File: config.mk
export PLATFORM = sky130hd
export DESIGN_NAME = uart_err_monitor
export DESIGN_NICKNAME = d
export VERILOG_FILES = /design/src/rtl/uart_err_monitor.sv
export SDC_FILE = /design/constraint.sdc
export NUM_CORES = 1
export LEC_CHECK = 0
export ABC_AREA = 1
export CORE_AREA = 2 2 74 76
export DETAILED_ROUTE_END_ITERATION = 16
export DIE_AREA = 0 0 76 78
export PLACE_DENSITY_LB_ADDON = 0.05
export SYNTH_ARGS = -nofsm -noshare
export SYNTH_HDL_FRONTEND = slang
export SYNTH_SLANG_ARGS = --single-unit
File: constraint.sdc
create_clock -name CLK -period 1.4 [get_ports CLK]
set_input_delay 0.28 -clock CLK [delete_from_list [all_inputs] [get_ports CLK]]
set_output_delay 0.28 -clock CLK [all_outputs]
set_load 0.01 [all_outputs]
File: src/rtl/uart_err_monitor.sv
// ---------------------------------------------------------------------------
// uart_err_monitor
//   Watches the UART RX error levels and the frame-valid strobe. Converts the
//   error levels into single-cycle events, keeps saturating lifetime counters,
//   a sticky error flag, and a per-window error-rate alarm that stays raised
//   until acknowledged.
//
// Ports
//   CLK          system clock (REF_CLK domain)
//   RST          asynchronous active-high reset
//   PAR_Err      parity error level (already synchronised)
//   Frame_Err    framing error level (already synchronised)
//   RX_DATA_VLD  one-cycle pulse per received frame
//   CLR          one-cycle synchronous clear of counters, flag, window, alarm
//   ALARM_ACK    acknowledge pulse for ALARM
//   PAR_CNT      saturating parity-event count
//   FRM_CNT      saturating framing-event count
//   ERR_FLAG     sticky "an error event has been seen"
//   ALARM        window error count reached ERR_THRESH
//   WIN_ERR      error events in the current window (saturates at WIN_SIZE)
// ---------------------------------------------------------------------------
module uart_err_monitor #(
  parameter int CNT_WD     = 8,
  parameter int WIN_SIZE   = 16,
  parameter int ERR_THRESH = 4
) (
  input  logic                      CLK,
  input  logic                      RST,
  input  logic                      PAR_Err,
  input  logic                      Frame_Err,
  input  logic                      RX_DATA_VLD,
  input  logic                      CLR,
  input  logic                      ALARM_ACK,
  output logic [CNT_WD-1:0]         PAR_CNT,
  output logic [CNT_WD-1:0]         FRM_CNT,
  output logic                      ERR_FLAG,
  output logic                      ALARM,
  output logic [$clog2(WIN_SIZE):0] WIN_ERR
);

  localparam int FW = $clog2(WIN_SIZE);
  localparam int WW = FW + 1;

  typedef enum logic {S_MONITOR = 1'b0, S_ALARM = 1'b1} state_t;

  logic              r_par_q, r_frm_q;
  logic [CNT_WD-1:0] r_par_cnt, r_frm_cnt_life;
  logic              r_err_flag;
  logic [FW-1:0]     r_frame_cnt;
  logic [WW-1:0]     r_win_err;
  state_t            r_state, w_next_state;

  logic              w_par_ev, w_frm_ev, w_ev, w_close, w_hit;
  logic [WW:0]       w_win_total;

  // Saturating increment helpers: counters stick at their ceiling.
  function automatic logic [CNT_WD-1:0] sat_inc_cnt(input logic [CNT_WD-1:0] v,
                                                    input logic en);
    return (en && (v != {CNT_WD{1'b1}})) ? v + 1'b1 : v;
  endfunction

  function automatic logic [WW-1:0] sat_inc_win(input logic [WW-1:0] v,
                                                input logic en);
    return (en && (v != WW'(WIN_SIZE))) ? v + 1'b1 : v;
  endfunction

  // Rising-edge detection; a level held for many cycles is one event.
  assign w_par_ev = PAR_Err & ~r_par_q;
  assign w_frm_ev = Frame_Err & ~r_frm_q;
  assign w_ev     = w_par_ev | w_frm_ev;

  // The valid that brings the frame count to WIN_SIZE closes the window; an
  // event arriving in that same cycle is credited to the closing window.
  assign w_close     = RX_DATA_VLD && (r_frame_cnt == FW'(WIN_SIZE - 1));
  assign w_win_total = {1'b0, r_win_err} + (WW + 1)'(w_ev);
  assign w_hit       = w_close && (w_win_total >= (WW + 1)'(ERR_THRESH));

  // Edge registers keep tracking through CLR so a held level is not recounted.
  always_ff @(posedge CLK or posedge RST) begin
    if (RST) begin
      r_par_q <= 1'b0;
      r_frm_q <= 1'b0;
    end else begin
      r_par_q <= PAR_Err;
      r_frm_q <= Frame_Err;
    end
  end

  always_ff @(posedge CLK or posedge RST) begin
    if (RST) begin
      r_par_cnt      <= '0;
      r_frm_cnt_life <= '0;
      r_err_flag     <= 1'b0;
    end else if (CLR) begin
      r_par_cnt      <= '0;
      r_frm_cnt_life <= '0;
      r_err_flag     <= 1'b0;
    end else begin
      r_par_cnt      <= sat_inc_cnt(r_par_cnt, w_par_ev);
      r_frm_cnt_life <= sat_inc_cnt(r_frm_cnt_life, w_frm_ev);
      if (w_ev) r_err_flag <= 1'b1;
    end
  end

  always_ff @(posedge CLK or posedge RST) begin
    if (RST) begin
      r_frame_cnt <= '0;
      r_win_err   <= '0;
    end else if (CLR || w_close) begin
      r_frame_cnt <= '0;
      r_win_err   <= '0;
    end else begin
      if (RX_DATA_VLD) r_frame_cnt <= r_frame_cnt + 1'b1;
      r_win_err <= sat_inc_win(r_win_err, w_ev);
    end
  end

  // FSM: state register
  always_ff @(posedge CLK or posedge RST) begin
    if (RST) r_state <= S_MONITOR;
    else     r_state <= w_next_state;
  end

  // FSM: next state. A hit in the same cycle as an ack keeps the alarm up.
  always_comb begin
    w_next_state = r_state;
    if (CLR) begin
      w_next_state = S_MONITOR;
    end else begin
      case (r_state)
        S_MONITOR: if (w_hit) w_next_state = S_ALARM;
        S_ALARM:   if (ALARM_ACK && !w_hit) w_next_state = S_MONITOR;
        default:   w_next_state = S_MONITOR;
      endcase
    end
  end

  // FSM: outputs (decoded from the state register only)
  always_comb begin
    ALARM = (r_state == S_ALARM);
  end

  assign PAR_CNT  = r_par_cnt;
  assign FRM_CNT  = r_frm_cnt_life;
  assign ERR_FLAG = r_err_flag;
  assign WIN_ERR  = r_win_err;

endmodule

==> results of run 1 <==
==> Yosys cell counts (all sizes together) <==
| cell type | number | area share, % |
|---|---|---|
| inv | 27 | 6.0 |
| buf | 2 | 0.58 |
| nor2 | 30 | 8.2 |
| nand3 | 24 | 6.9 |
| o21ai | 10 | 2.9 |
| dfrtp | 29 | 42 |
| xor2 | 8 | 4.0 |
| o21bai | 1 | 0.43 |
| nand4 | 6 | 2.2 |
| ha | 7 | 5.0 |
| a21oi | 3 | 0.86 |
| nand2 | 83 | 20 |
| nor3b | 1 | 0.43 |
| clkinv | 2 | 1.0 |
==> cell families after synthesis <==
family	synth area share [%]
DFF	41.7
AOI/OAI and AO/OA	4.17
adders and majority gates	5.04
xor gates and xnor gates	4.03
and+or+nand+nor	37.5
buffers and inverters	7.55
==> metrics by stage <==
stage	cell area, sq um	utilization [%]	hold slack, ps	power [mW]
global placement	2310	45.9	501	1.15
floorplan	1740	-	311	1.02
detailed placement	2310	45.9	505	1.15
finish	2510	49.9	268	1.84
global route	2510	49.9	269	1.95
CTS	2450	48.6	255	1.87
==> state kept, by name, summed over array words and instances (netlist names) <==
name	flops
FRM_CNT	8
ALARM	1
PAR_CNT	8
r_par_q	1
r_frm_q	1
r_frame_cnt	4
WIN_ERR	5
ERR_FLAG	1
==> worst register-to-register path, stage by stage (launching register included) <==
cell and delay [ps]:
dfrtp_1 390, nor2_4 110, inv_2 70, nand2_4 70
ha_4 130, ha_4 130, inv_2 30, nand2_2 40
nand2_1 50, nor2_1 70, nand2_1 60, nand2_1 50
a21oi_1 50
==> layer usage <==
metal / vias to the layer above / routed length (um) / GRT usage [%]
met2: 30 / 2030 / 25.9
met1: 755 / 1900 / 19.5
li1: 867 / - / -
met4: 0 / 41 / 4.36
met3: 4 / 183 / 3.60
met5: - / 0 / 0
==> final cells by class <==
class                           instances  area share [%]
Multi-Input combinational cell        173            38.6
Sequential cell                        29            29.2
Timing Repair Buffer                   61            20.5
Inverter                               29            4.83
Tap cell                               70            3.48
Clock buffer                            5            2.74
Clock inverter                          3           0.697
==> power by group through the flow <==
stage / combinational (mW) / clock, mW / sequential (mW)
4_1_cts: 0.264 / 0.719 / 0.884
5_1_grt: 0.303 / 0.753 / 0.890
2_1_floorplan: 0.112 / 0 / 0.905
3_3_place_gp: 0.250 / 0 / 0.903
3_5_place_dp: 0.250 / 0 / 0.903
6_report: 0.268 / 0.685 / 0.887
==> worst max-delay path by stage <==
| stage | end | slack, ps |
|---|---|---|
| CTS | FRM_CNT[7]$_DFFE_PP0P_ | 7 |
| global placement | ALARM$_DFF_PP0_ | -460 |
| finish | ALARM$_DFF_PP0_ | 30 |
| detailed placement | ALARM$_DFF_PP0_ | -500 |
| global route | ALARM$_DFF_PP0_ | -40 |
| floorplan | ALARM$_DFF_PP0_ | 10 |
==> timing repair <==
| item | in CTS | in global routing |
|---|---|---|
| gates resized for setup | 37 | 18 |
| cloned | 0 | 0 |
| buffers inserted | 6 | 2 |
| pin swaps | 2 | 3 |
| hold buffers | 0 | 0 |
| endpoints found under the setup margin | 24 | 24 |
==> impl_metrics.py, run 1 <==
metrics = {
    "power": {
        "pwr-share-comb_pct": 14.6,
        "p_switching_mw": 0.514,
        "irDropWorstVdd_uv": 453,
        "p_clk_share_pct": 37.2,
        "leakage_nw": 1.30,
        "sequentialPowerShare_pct": 48.2,
        "internal_power_mw": 1.33,
        "p_per_area_nw_per_um2": 731,
        "p_sw_share_pct": 27.9,
    },
    "outcome": {
        "outcome": "complete, no violations",
    },
    "global_route": {
        "overflow": 0,
        "grt_max_degree": 30,
        "grt_pass1_wl_um": 7210,
        "antenna_found_initial": 0,
        "grt_use_total_pct": 15.3,
        "first_global_vias": 1565,
    },
    "routing": {
        "vias_per_cell": 4.48,
        "drc_errors": 0,
        "drt-pass1-iter-count": 4,
        "wire_per_inst_um": 11.2,
        "wl_um": 4150,
        "drt_iter0_drc": 53,
        "ant_nets": 0,
        "routed-via-count": 1656,
    },
    "finish": {
        "multiInputGateArea_sq_um": 971,
        "n_fill_cell": 506,
        "final_common_cell": "nand2_1",
        "antenna_cells": 0,
        "drive_above_1_share_pct": 28.7,
        "mostFrequentLayoutCells": "69 x nand2_1, 30 x buf_4, 25 x dlygate4sd2_1",
        "seqCellArea_sq_um": 733,
        "final_cells": 370,
        "fin_nets": 313,
        "area_delta_synth_final_pct": 44.6,
    },
    "place": {
        "post-place-ws_ps": -497,
        "numPortBuffers": 29,
        "place_inst": 355,
        "dp_hpwl_um": 2970,
        "gp_congestion": 0.816,
    },
    "timing": {
        "hold_viol": 0,
        "finalSetupTns_ps": 0,
        "finalMaxSlewViolations": 0,
        "period_needed_ps": 1370,
        "setup_viol": 0,
        "fin_crit_sh_pct": 97.5,
        "fmax_mhz": 732,
        "setup_ws_ps": 34.4,
        "clock_skew_ps": 2.98,
        "worst_pin_slew_ps": 263,
        "relSlewSlack_pct": 82.4,
        "rsz0062_at_grt": "true",
    },
    "min_path": {
        "min_from": "Frame_Err",
        "holdCritPathClass": "in -> reg",
        "min_path_cells": 1,
        "holdPathEnd": "r_frm_q$_DFF_PP0_",
    },
    "job": {
        "maxCapViolations": 0,
    },
    "clock_network": {
        "clk_path_buf_depth": 2,
        "cts_made_buffers": 5,
        "cts_root_buf": "clkbuf_8",
        "clk_pin_slew_ps": 70,
        "cts.htree.levels": 2,
        "tritoncts": "built",
        "cts_sinks": 29,
        "clkLatencyLatePin_ps": 280,
    },
    "worst_setup_path": {
        "startpoint": "r_par_q$_DFF_PP0_",
        "cp_top_family": "simple AND/OR/NAND/NOR gates",
        "crit_slowest_cell": "dfrtp_1",
        "crit_chain": "nor2_4 -> inv_2 -> nand2_4 -> ha_4 -> ha_4 -> inv_2 -> nand2_2 -> nand2_1 -> nor2_1 -> nand2_1 -> nand2_1 -> a21oi_1",
        "r2r-end": "ALARM$_DFF_PP0_",
        "end_kind": "flip-flop",
        "cp.required_ps": 1570,
        "slowest_delay_ps": 390,
        "worstPathMaxFanout": 2,
        "worst-r2r-cell-count": 12,
        "crit_top_cell": "nand2_1",
        "reg2reg_from": "r_par_q$_DFF_PP0_",
        "crit_arrival_ps": 1540,
        "rrSetupSlack_ps": 30,
        "crit_type": "reg -> reg",
        "crit_cells": 12,
        "crit_path_start_kind": "flip-flop",
        "crit_buf_inv": 2,
    },
    "logic_synthesis": {
        "syn_avg_cell_area_sq_um": 7.46,
        "synth_cell_type_count": 20,
        "ys_ff_latch": 29,
        "yosys_warnings": 0,
        "synth_cells": 233,
        "synth_fp_nets": 247,
        "synth.yosys.seq_area_share_pct": 41.7,
        "synth_area_sq_um": 1740,
    },
    "floorplanning": {
        "dieArea_sq_um": 5930,
        "pin_count": 30,
        "initial_utilization_pct": 34.5,
        "die_w_um": 76,
        "die_h_um": 78,
        "rows": 26,
        "coreArea_sq_um": 5040,
    },
}
No activity file was read; power rests on OpenSTA's default activity.
==> run 2, diff against run 1 <==
Settings changed: CORE_AREA 2 2 74 76 to 4 4 76 78, DIE_AREA 0 0 76 78 to 0 0 80 82.
==> impl_metrics.py, run 2 (synthesis results as in run 1) <==
metrics = {
    "clock_network": {
        "clk_path_buf_depth": 2,
        "cts-hold-fix-buffers": 0,
        "cts_root_buf": "clkbuf_8",
        "tritoncts": "built",
        "cts_sinks": 29,
        "cts.htree.levels": 2,
        "cts_made_buffers": 5,
        "clk_pin_slew_ps": 70,
        "clkLatencyLatePin_ps": 280,
    },
    "global_route": {
        "overflow": 0,
        "grt_use_total_pct": 14.2,
        "grt_pass1_wl_um": 7300,
        "grt_max_degree": 30,
        "first_global_vias": 1569,
        "antenna_found_initial": 0,
    },
    "worst_setup_path": {
        "cp.required_ps": 1570,
        "crit_path_start_kind": "flip-flop",
        "worstPathMaxFanout": 2,
        "end_kind": "flip-flop",
        "crit_type": "reg -> reg",
        "crit_arrival_ps": 1540,
    },
    "timing": {
        "rsz0062_at_grt": "true",
        "finalMaxSlewViolations": 0,
        "clock_skew_ps": 6.29,
        "relSlewSlack_pct": 78.7,
        "finalSetupTns_ps": 0,
        "hold_viol": 0,
        "fmax_mhz": 728,
        "period_needed_ps": 1370,
        "fin_crit_sh_pct": 98.1,
        "worst_pin_slew_ps": 318,
        "setup_viol": 0,
    },
    "floorplanning": {
        "coreArea_sq_um": 5070,
        "initial_utilization_pct": 34.3,
        "die_h_um": 82,
        "die_w_um": 80,
        "pin_count": 30,
        "dieArea_sq_um": 6560,
        "rows": 26,
    },
    "routing": {
        "routed-via-count": 1641,
        "vias_per_cell": 4.35,
        "wl_um": 4220,
        "drc_errors": 0,
        "ant_nets": 0,
        "drt_iter0_drc": 49,
        "wire_per_inst_um": 11.2,
        "drt-pass1-iter-count": 4,
    },
    "place": {
        "numPortBuffers": 29,
        "gp_congestion": 0.743,
        "place_inst": 359,
        "dp_hpwl_um": 2990,
    },
    "finish": {
        "antenna_cells": 0,
        "drive_above_1_share_pct": 28.3,
        "area_delta_synth_final_pct": 46.6,
        "mostFrequentLayoutCells": "73 x nand2_1, 39 x buf_4, 25 x dfrtp_1",
        "final_common_cell": "nand2_1",
        "final_cells": 377,
        "fin_nets": 321,
    },
    "min_path": {
        "holdCritPathClass": "in -> reg",
    },
    "outcome": {
        "outcome": "complete, no violations",
    },
    "power": {
        "irDropWorstVdd_uv": 346,
        "leakage_nw": 1.34,
        "p_per_area_nw_per_um2": 741,
    },
    "job": {
        "maxCapViolations": 0,
    },
}
[run 2: per-layer routing]
metal	GRT usage, %	up-vias	wire, um
met5	0	-	0
met4	3.72	0	46
met3	3.62	8	152
met2	22.4	39	1870
met1	19.4	710	2160
li1	-	884	-
[run 2: per-stage QoR]
step                      utilization [%]  instance area (sq um)  hold slack, ps  setup WS (ps)  total power, mW
final                                50.2                   2550             267           26.3             1.89
after global routing                 50.2                   2550             270          -59.3             1.98
after CTS                            49.0                   2480             267           8.66             1.89
after detailed placement             46.2                   2340             491           -508             1.17
after global placement               46.2                   2340             472           -467             1.17
after floorplan                         -                   1740             311           12.1             1.02
[run 2: repair_timing]
| action | 4_1_cts | 5_1_grt |
|---|---|---|
| resized for setup | 35 | 14 |
| pin swaps | 1 | 4 |
| hold endpoints to repair | 0 | 0 |
| setup endpoints to repair | 24 | 14 |
| setup buffers | 7 | 4 |
[run 2: final timing paths]
path,from,end,slack [ps],cells after the start
setup / recovery,r_par_q$_DFF_PP0_,ALARM$_DFF_PP0_,30,12
hold / removal,PAR_Err,r_par_q$_DFF_PP0_,270,1
setup reg to reg,r_par_q$_DFF_PP0_,ALARM$_DFF_PP0_,30,12
hold reg to reg,ERR_FLAG$_DFFE_PP0P_,ERR_FLAG$_DFFE_PP0P_,490,2
max in group asynchronous,RST,FRM_CNT[2]$_DFFE_PP0P_,880,3
min in group asynchronous,RST,r_frame_cnt[0]$_DFFE_PP0P_,340,3
[run 2: critical path, cell delays in order (launching register included)]
cell and delay [ps]:
dfrtp_1 400, nor2_4 110, inv_2 60, nand2_4 70, ha_4 140, ha_4 130
inv_2 30, nand2_1 40, nand2_1 50, nor2_1 80, nand2_1 60, nand2_1 70
a21oi_2 50
[run 2: area by class of cell]
class	instances	area, sq um
Fill cell	516	2520
Clock buffer	7	86.3
Timing Repair Buffer	69	576
Sequential cell	29	731
Tap cell	70	87.6
Inverter	29	121
Multi-Input combinational cell	173	948
[run 2: power breakdown]
group / total, mW / internal (mW) / leakage [nW] / switching [mW]
Sequential: 0.879 / 0.862 / 0.388 / 0.0166
Clock: 0.710 / 0.390 / 0.0443 / 0.320
Combinational: 0.300 / 0.141 / 0.906 / 0.159
Total: 1.89 / 1.39 / 1.34 / 0.496
